<file path="config.mk">
export PLATFORM = sky130hd
export DESIGN_NAME = bus_rr_arbiter_flat
export DESIGN_NICKNAME = d
export VERILOG_FILES = /design/src/rtl/bus_pkg.sv /design/src/rtl/bus_rr_arbiter_if.sv /design/src/rtl/rr_pick.sv /design/src/rtl/bus_rr_arbiter.sv /design/src/flat_wrapper.sv
export SDC_FILE = /design/constraint.sdc
export NUM_CORES = 1
export LEC_CHECK = 0
export BUFFER_PORTS_ARGS = -buffer_cell sky130_fd_sc_hd__clkbuf_2
export CAP_MARGIN = 15
export CORE_AREA = 2 2 237 239
export CTS_CLUSTER_SIZE = 12
export DETAILED_ROUTE_END_ITERATION = 6
export DIE_AREA = 0 0 239 241
export HOLD_SLACK_MARGIN = 0.08
export PLACE_DENSITY = 0.42
export SLEW_MARGIN = 5
export SYNTH_ARGS = -nofsm -noshare
export SYNTH_HDL_FRONTEND = slang
export SYNTH_SLANG_ARGS = --single-unit
</file>
<file path="constraint.sdc">
create_clock -name clk -period 32.3 [get_ports clk]
set_input_delay 1.615 -clock clk [delete_from_list [all_inputs] [get_ports clk]]
set_output_delay 1.615 -clock clk [all_outputs]
set_load 0.02 [all_outputs]
</file>
<file path="src/rtl/bus_pkg.sv">
// rtl/bus_pkg.sv - shared bus constants, master indices and arbiter state type
package bus_pkg;

  localparam int BUS_W = 32;

  // Fixed master slots on the shared bus; new masters take the next index.
  localparam int BUS_ICACHE = 0;
  localparam int BUS_DCACHE = 1;
  localparam int BUS_DMA    = 2;

  typedef enum logic [1:0] {
    ST_IDLE    = 2'd0,
    ST_GRANT   = 2'd1,
    ST_RELEASE = 2'd2
  } arb_state_e;

endpackage

</file>
<file path="src/rtl/bus_rr_arbiter_if.sv">
// rtl/bus_rr_arbiter_if.sv - shared system bus signal bundle between masters and the arbiter
// Ports (by modport):
//   slave  : arbiter side - takes requests, master buses and bus_ready;
//            drives grants, muxed bus, owner/busy/timeout_err
//   master : requester side - the mirror image
interface bus_rr_arbiter_if
  import bus_pkg::*;
#(
  parameter int NREQ = 8
);

  logic [NREQ-1:0]       bus_req;
  logic [NREQ-1:0]       bus_ack;
  logic [BUS_W*NREQ-1:0] m_addr;
  logic [BUS_W*NREQ-1:0] m_wdata;
  logic [NREQ-1:0]       m_rd;
  logic [NREQ-1:0]       m_wr;
  logic [BUS_W-1:0]      bus_addr;
  logic [BUS_W-1:0]      bus_wdata;
  logic                  bus_rd;
  logic                  bus_wr;
  logic                  bus_ready;
  logic [2:0]            owner;
  logic                  busy;
  logic                  timeout_err;

  modport slave (
    input  bus_req, m_addr, m_wdata, m_rd, m_wr, bus_ready,
    output bus_ack, bus_addr, bus_wdata, bus_rd, bus_wr, owner, busy, timeout_err
  );

  modport master (
    output bus_req, m_addr, m_wdata, m_rd, m_wr, bus_ready,
    input  bus_ack, bus_addr, bus_wdata, bus_rd, bus_wr, owner, busy, timeout_err
  );

endinterface

</file>
<file path="src/rtl/rr_pick.sv">
// rtl/rr_pick.sv - rotating-priority encoder: first set request searching upward from last+1
// Ports:
//   req   in  NREQ  eligible requests
//   last  in  3     index of the most recent winner
//   valid out 1     any request set
//   idx   out 3     winning index (upper bits 0 when NREQ<8)
module rr_pick #(
  parameter int NREQ = 8
) (
  input  logic [NREQ-1:0] req,
  input  logic [2:0]      last,
  output logic            valid,
  output logic [2:0]      idx
);

  int w_best;

  // Each requester's distance from last+1 (mod NREQ); the smallest distance wins.
  always_comb begin
    valid  = 1'b0;
    idx    = '0;
    w_best = NREQ;
    for (int i = 0; i < NREQ; i++) begin
      if (req[i] && (((i - int'(last) - 1 + 2 * NREQ) % NREQ) < w_best)) begin
        w_best = (i - int'(last) - 1 + 2 * NREQ) % NREQ;
        valid  = 1'b1;
        idx    = 3'(i);
      end
    end
  end

endmodule

</file>
<file path="src/rtl/bus_rr_arbiter.sv">
// rtl/bus_rr_arbiter.sv - registered round-robin bus arbiter with owner mux and grant watchdog
// Ports:
//   clk   in  system clock
//   Nrst  in  asynchronous active-low reset
//   bif   slave modport of bus_rr_arbiter_if (requests, master buses, grants, muxed bus,
//         owner/busy status, one-cycle timeout_err pulse)
module bus_rr_arbiter
  import bus_pkg::*;
#(
  parameter int NREQ    = 8,
  parameter int TIMEOUT = 255
) (
  input logic             clk,
  input logic             Nrst,
  bus_rr_arbiter_if.slave bif
);

  arb_state_e       r_state;
  logic [NREQ-1:0]  r_ack;
  logic [NREQ-1:0]  r_mask;
  logic [2:0]       r_owner;
  logic [2:0]       r_last;
  logic             r_busy;
  logic             r_terr;
  logic [15:0]      r_wdog;

  logic             w_valid;
  logic [2:0]       w_idx;
  logic [NREQ-1:0]  w_elig;
  logic [NREQ-1:0]  w_win_oh;
  logic [NREQ-1:0]  w_own_oh;
  logic             w_own_req;
  logic             w_own_rd;
  logic             w_own_wr;
  logic [BUS_W-1:0] w_own_addr;
  logic [BUS_W-1:0] w_own_wdata;
  logic [15:0]      w_wdog_inc;
  logic             w_timeout;

  // Revoked masters stay out of arbitration until they drop their request.
  assign w_elig = bif.bus_req & ~r_mask;

  rr_pick #(.NREQ(NREQ)) u_pick (
    .req   (w_elig),
    .last  (r_last),
    .valid (w_valid),
    .idx   (w_idx)
  );

  always_comb begin
    w_win_oh    = '0;
    w_own_oh    = '0;
    w_own_req   = 1'b0;
    w_own_rd    = 1'b0;
    w_own_wr    = 1'b0;
    w_own_addr  = '0;
    w_own_wdata = '0;
    for (int i = 0; i < NREQ; i++) begin
      if (w_idx == 3'(i)) begin
        w_win_oh[i] = 1'b1;
      end
      if (r_owner == 3'(i)) begin
        w_own_oh[i] = 1'b1;
        w_own_req   = bif.bus_req[i];
        w_own_rd    = bif.m_rd[i];
        w_own_wr    = bif.m_wr[i];
        w_own_addr  = bif.m_addr[BUS_W*i +: BUS_W];
        w_own_wdata = bif.m_wdata[BUS_W*i +: BUS_W];
      end
    end
  end

  assign w_wdog_inc = r_wdog + 16'd1;
  assign w_timeout  = !bif.bus_ready && (w_wdog_inc == 16'(TIMEOUT));

  always_ff @(posedge clk or negedge Nrst) begin
    if (!Nrst) begin
      r_state <= ST_IDLE;
      r_ack   <= '0;
      r_mask  <= '0;
      r_owner <= '0;
      r_last  <= 3'(NREQ - 1);
      r_busy  <= 1'b0;
      r_terr  <= 1'b0;
      r_wdog  <= '0;
    end else begin
      r_terr <= 1'b0;
      r_mask <= r_mask & bif.bus_req;
      case (r_state)
        ST_IDLE: begin
          if (w_valid) begin
            r_ack   <= w_win_oh;
            r_owner <= w_idx;
            r_last  <= w_idx;
            r_busy  <= 1'b1;
            r_state <= ST_GRANT;
          end
        end
        ST_GRANT: begin
          // A request drop takes priority over the watchdog on the same edge.
          if (!w_own_req) begin
            r_ack   <= '0;
            r_busy  <= 1'b0;
            r_wdog  <= '0;
            r_state <= ST_RELEASE;
          end else if (w_timeout) begin
            r_ack   <= '0;
            r_busy  <= 1'b0;
            r_wdog  <= '0;
            r_terr  <= 1'b1;
            r_mask  <= (r_mask & bif.bus_req) | w_own_oh;
            r_state <= ST_RELEASE;
          end else begin
            r_wdog <= bif.bus_ready ? 16'd0 : w_wdog_inc;
          end
        end
        ST_RELEASE: begin
          r_wdog  <= '0;
          r_state <= ST_IDLE;
        end
        default: begin
          r_state <= ST_IDLE;
        end
      endcase
    end
  end

  assign bif.bus_ack     = r_ack;
  assign bif.owner       = r_owner;
  assign bif.busy        = r_busy;
  assign bif.timeout_err = r_terr;
  assign bif.bus_addr    = r_busy ? w_own_addr  : '0;
  assign bif.bus_wdata   = r_busy ? w_own_wdata : '0;
  assign bif.bus_rd      = r_busy & w_own_rd;
  assign bif.bus_wr      = r_busy & w_own_wr;

endmodule
</file>
<file path="src/flat_wrapper.sv">
// flat-port wrapper written by rule: the top's interface ports become plain ports
module bus_rr_arbiter_flat import bus_pkg::*;
#(
  parameter int NREQ    = 8,
  parameter int TIMEOUT = 255
)
  (clk, Nrst, bif_bus_req, bif_m_addr, bif_m_wdata, bif_m_rd, bif_m_wr, bif_bus_ready, bif_bus_ack, bif_bus_addr, bif_bus_wdata, bif_bus_rd, bif_bus_wr, bif_owner, bif_busy, bif_timeout_err);
  bus_rr_arbiter_if #(.NREQ(NREQ)) bif_i ();
  input logic clk;
  input logic Nrst;
  input wire logic [$bits(bif_i.bus_req)-1:0] bif_bus_req;
  input wire logic [$bits(bif_i.m_addr)-1:0] bif_m_addr;
  input wire logic [$bits(bif_i.m_wdata)-1:0] bif_m_wdata;
  input wire logic [$bits(bif_i.m_rd)-1:0] bif_m_rd;
  input wire logic [$bits(bif_i.m_wr)-1:0] bif_m_wr;
  input wire logic [$bits(bif_i.bus_ready)-1:0] bif_bus_ready;
  output wire logic [$bits(bif_i.bus_ack)-1:0] bif_bus_ack;
  output wire logic [$bits(bif_i.bus_addr)-1:0] bif_bus_addr;
  output wire logic [$bits(bif_i.bus_wdata)-1:0] bif_bus_wdata;
  output wire logic [$bits(bif_i.bus_rd)-1:0] bif_bus_rd;
  output wire logic [$bits(bif_i.bus_wr)-1:0] bif_bus_wr;
  output wire logic [$bits(bif_i.owner)-1:0] bif_owner;
  output wire logic [$bits(bif_i.busy)-1:0] bif_busy;
  output wire logic [$bits(bif_i.timeout_err)-1:0] bif_timeout_err;
  assign bif_i.bus_req = bif_bus_req;
  assign bif_i.m_addr = bif_m_addr;
  assign bif_i.m_wdata = bif_m_wdata;
  assign bif_i.m_rd = bif_m_rd;
  assign bif_i.m_wr = bif_m_wr;
  assign bif_i.bus_ready = bif_bus_ready;
  assign bif_bus_ack = bif_i.bus_ack;
  assign bif_bus_addr = bif_i.bus_addr;
  assign bif_bus_wdata = bif_i.bus_wdata;
  assign bif_bus_rd = bif_i.bus_rd;
  assign bif_bus_wr = bif_i.bus_wr;
  assign bif_owner = bif_i.owner;
  assign bif_busy = bif_i.busy;
  assign bif_timeout_err = bif_i.timeout_err;
  bus_rr_arbiter #(.NREQ(NREQ), .TIMEOUT(TIMEOUT)) u_core (.clk(clk), .Nrst(Nrst), .bif(bif_i));
endmodule
</file>
==> impl_metrics.json <==
{
  "clk_latency_ns": 0.29,
  "place_area_um2": 11600,
  "dp_slack_ns": 19.35,
  "synth.avg_cell_area_um2": 8.51,
  "drive_gt1_share_pct": 50.9,
  "synth_area_leaders": "mux4_2, dfrtp_1, a22o_1",
  "cts_buffers": 5,
  "tightest_slew_ns": 1.05,
  "post_cts_resized": 0,
  "die_area_um2": 57600,
  "synthFlopType": "dfrtp_1",
  "p_comb_share_pct": 88.2,
  "grt_max_degree": 122,
  "first_pass_iters": 5,
  "synth_area_um2": 7810,
  "path_clk_slew_ns": 0.07,
  "path_max_fanout": 13,
  "use_met2_pct": 34.4,
  "postCtsHoldBufs": 0,
  "ys_top_cells_by_count": "nor2_1, clkbuf_1, a22o_1, mux4_2, o221ai_1",
  "cts_max_level": 2,
  "hold_ws_ns": 0.488,
  "yosysTopAreaCell": "mux4_2",
  "gr-usage-met3_pct": 5.22,
  "fin_nets": 2048,
  "final-instance-count-excl-fill": 2200,
  "die_y_um": 241,
  "start_util_pct": 14.2,
  "vias": 11000,
  "syn_inst": 918,
  "critPathMaxStageDelay_ns": 0.73,
  "cts.sinks": 42,
  "fp.coreArea_um2": 54900,
  "fin_setup_tns_ns": 0,
  "fin_util_pct": 21.5,
  "yosys_register_bits": 42,
  "cap_violations": 0,
  "setup_ws_ns": 19.48,
  "critPathKind": "reg -> reg",
  "hold_path_class": "reg -> reg",
  "route.detailed.drc": 0,
  "cp.required_ns": 32.48,
  "seq_area_frac_synth_pct": 13.5,
  "drt-initial-drc-count": 854,
  "end_kind": "register",
  "antenna_found_initial": 52,
  "final_hold_viol_count": 0,
  "fin_total_pwr_mw": 1.33,
  "grt-busiest-layer": "met2",
  "crit_slowest_cell": "dfstp_2",
  "synth-async-reset-ratio_pct": 100,
  "ios": 618,
  "globalRouteOverflowTotal": 0,
  "drt_wl_total_um": 62000,
  "yosysWarningCount": 0,
  "outcome": "finished, final reports clean",
  "die_w_um": 239,
  "fin_area_um2": 11800,
  "cpMostUsedCell": "ha_1",
  "intPower_mw": 0.530,
  "row_count": 86,
  "grt_pass1_vias": 10900,
  "synth_edf_count": 0,
  "use_met1_pct": 25.8,
  "fin_worst_skew_ns": 0.00746,
  "cts.path.max_buffers": 2,
  "dp_cells": 2172,
  "swShare_pct": 60.3,
  "synth_top_area_share_pct": 17.6,
  "relSlewSlack_pct": 30.0,
  "ys_types": 73,
  "viasPerCell": 4.98,
  "powerDensity_nw_per_um2": 113,
  "routedWlPerCell_um": 28.2,
  "fin_crit_sh_pct": 39.7,
  "cp-start-kind": "register",
  "cp.arrival_ns": 13.01,
  "p_leak_nw": 5.48,
  "period_needed_ns": 12.82,
  "p_clk_share_pct": 4.0,
  "track_usage_pct": 20.5,
  "yosysMostFrequentCell": "nor2_1",
  "slew_violations": 0,
  "drtAntennaViolNets": 0,
  "seqPwrFrac_pct": 7.9,
  "cts-root-buf": "clkbuf_16",
  "gp_congestion": 0.976,
  "grt_first_pass_wirelength_um": 83100,
  "cts_setup_buffers": 0,
  "area_growth_pct": 51.4,
  "setup_viol_count_final": 0,
  "p_sw_mw": 0.805,
  "cts_tree": "done",
  "io_buffers": 617,
  "timing.fmax_mhz": 78.0,
  "rsz0062_at_grt": "no",
  "max-vdd-ir-drop_v": 0.0000586,
  "dp_hpwl_um": 51000
}
cell usage in the layout (no fill, tap or decap), types with 34 or more instances in the layout:
cell,count
nand2_1,46
ha_1,34
o21ai_0,37
a22o_1,61
o22ai_1,52
a21oi_1,42
mux4_2,61
nor2_1,76
a211oi_1,53
clkbuf_2,617
dfrtp_1,35
o221ai_1,57
power groups by stage:
| stage | Clock [mW] | Sequential (mW) | Combinational (mW) |
|---|---|---|---|
| 2_1_floorplan | 0 | 0.0759 | 0.804 |
| 3_3_place_gp | 0 | 0.106 | 1.17 |
| 3_5_place_dp | 0 | 0.108 | 1.17 |
| 4_1_cts | 0.0548 | 0.107 | 1.18 |
| 5_1_grt | 0.0574 | 0.108 | 1.28 |
| 6_report | 0.0528 | 0.105 | 1.18 |
area by class of cell:
type	count	area, um^2
diodes	20	50.0
clock buffers	5	125
clock inverters	3	18.8
fillers	6175	43100
inverters	29	111
multi-input cells	767	6370
flip-flops and latches	42	1070
well taps	704	881
repair buffers	630	3200
flip-flops by register name, indices dropped and copies added (netlist names):
| register | cells |
|---|---|
| u_core.bif.bus_ack | 8 |
| u_core.bif.owner | 3 |
| u_core.r_wdog | 16 |
| u_core.bif.busy | 1 |
| u_core.r_mask | 8 |
| u_core.bif.timeout_err | 1 |
| u_core.r_last | 3 |
| u_core.r_state | 2 |
logic make-up (layout without fill, tap and decap cells):
family                   count (synthesis)  after routing  synth area share (%)
multiplexers                           104            104                  23.5
buffers and inverters                  117            667                  5.66
AO/OA/AOI/OAI                          392            392                  37.2
adder cells (fa/ha/maj)                 34             34                  5.45
XOR/XNOR                                 8              8                 0.897
other                                    2             30                0.0962
flip-flops                              42             42                  13.5
AND/OR/NAND/NOR                        219            219                  13.7
worst max-delay path, delay by kind of cell, from the launching register on:
kind | cells | cell delay [ns]
multiplexers | 5 | 1.90
flip-flops | 1 | 0.73
AND/OR/NAND/NOR | 11 | 2.01
adder cells (fa/ha/maj) | 7 | 2.25
AO/OA/AOI/OAI | 21 | 5.27
buffers and inverters | 2 | 0.53
routing by layer:
layer,vias to the layer above,part of all wire [%]
met3,78,9.4
met4,18,3.1
met1,5407,40
met2,577,47
li1,4881,-
met5,-,0.18
final timing paths:
| kind | from | to | slack, ns | depth (start not counted) |
|---|---|---|---|---|
| max | u_core.r_last[0] | u_core.bif.bus_ack[2] | 19.48 | 46 |
| min | u_core.r_mask[7] | u_core.r_mask[7] | 0.49 | 2 |
| max reg2reg | u_core.r_last[0] | u_core.bif.bus_ack[2] | 19.48 | 46 |
| min reg2reg | u_core.r_mask[7] | u_core.r_mask[7] | 0.49 | 2 |
| max in group asynchronous | Nrst | u_core.bif.owner[1] | 30.42 | 2 |
| min in group asynchronous | Nrst | u_core.r_wdog[8] | 1.41 | 2 |
No activity file was read; power rests on OpenSTA's default activity.
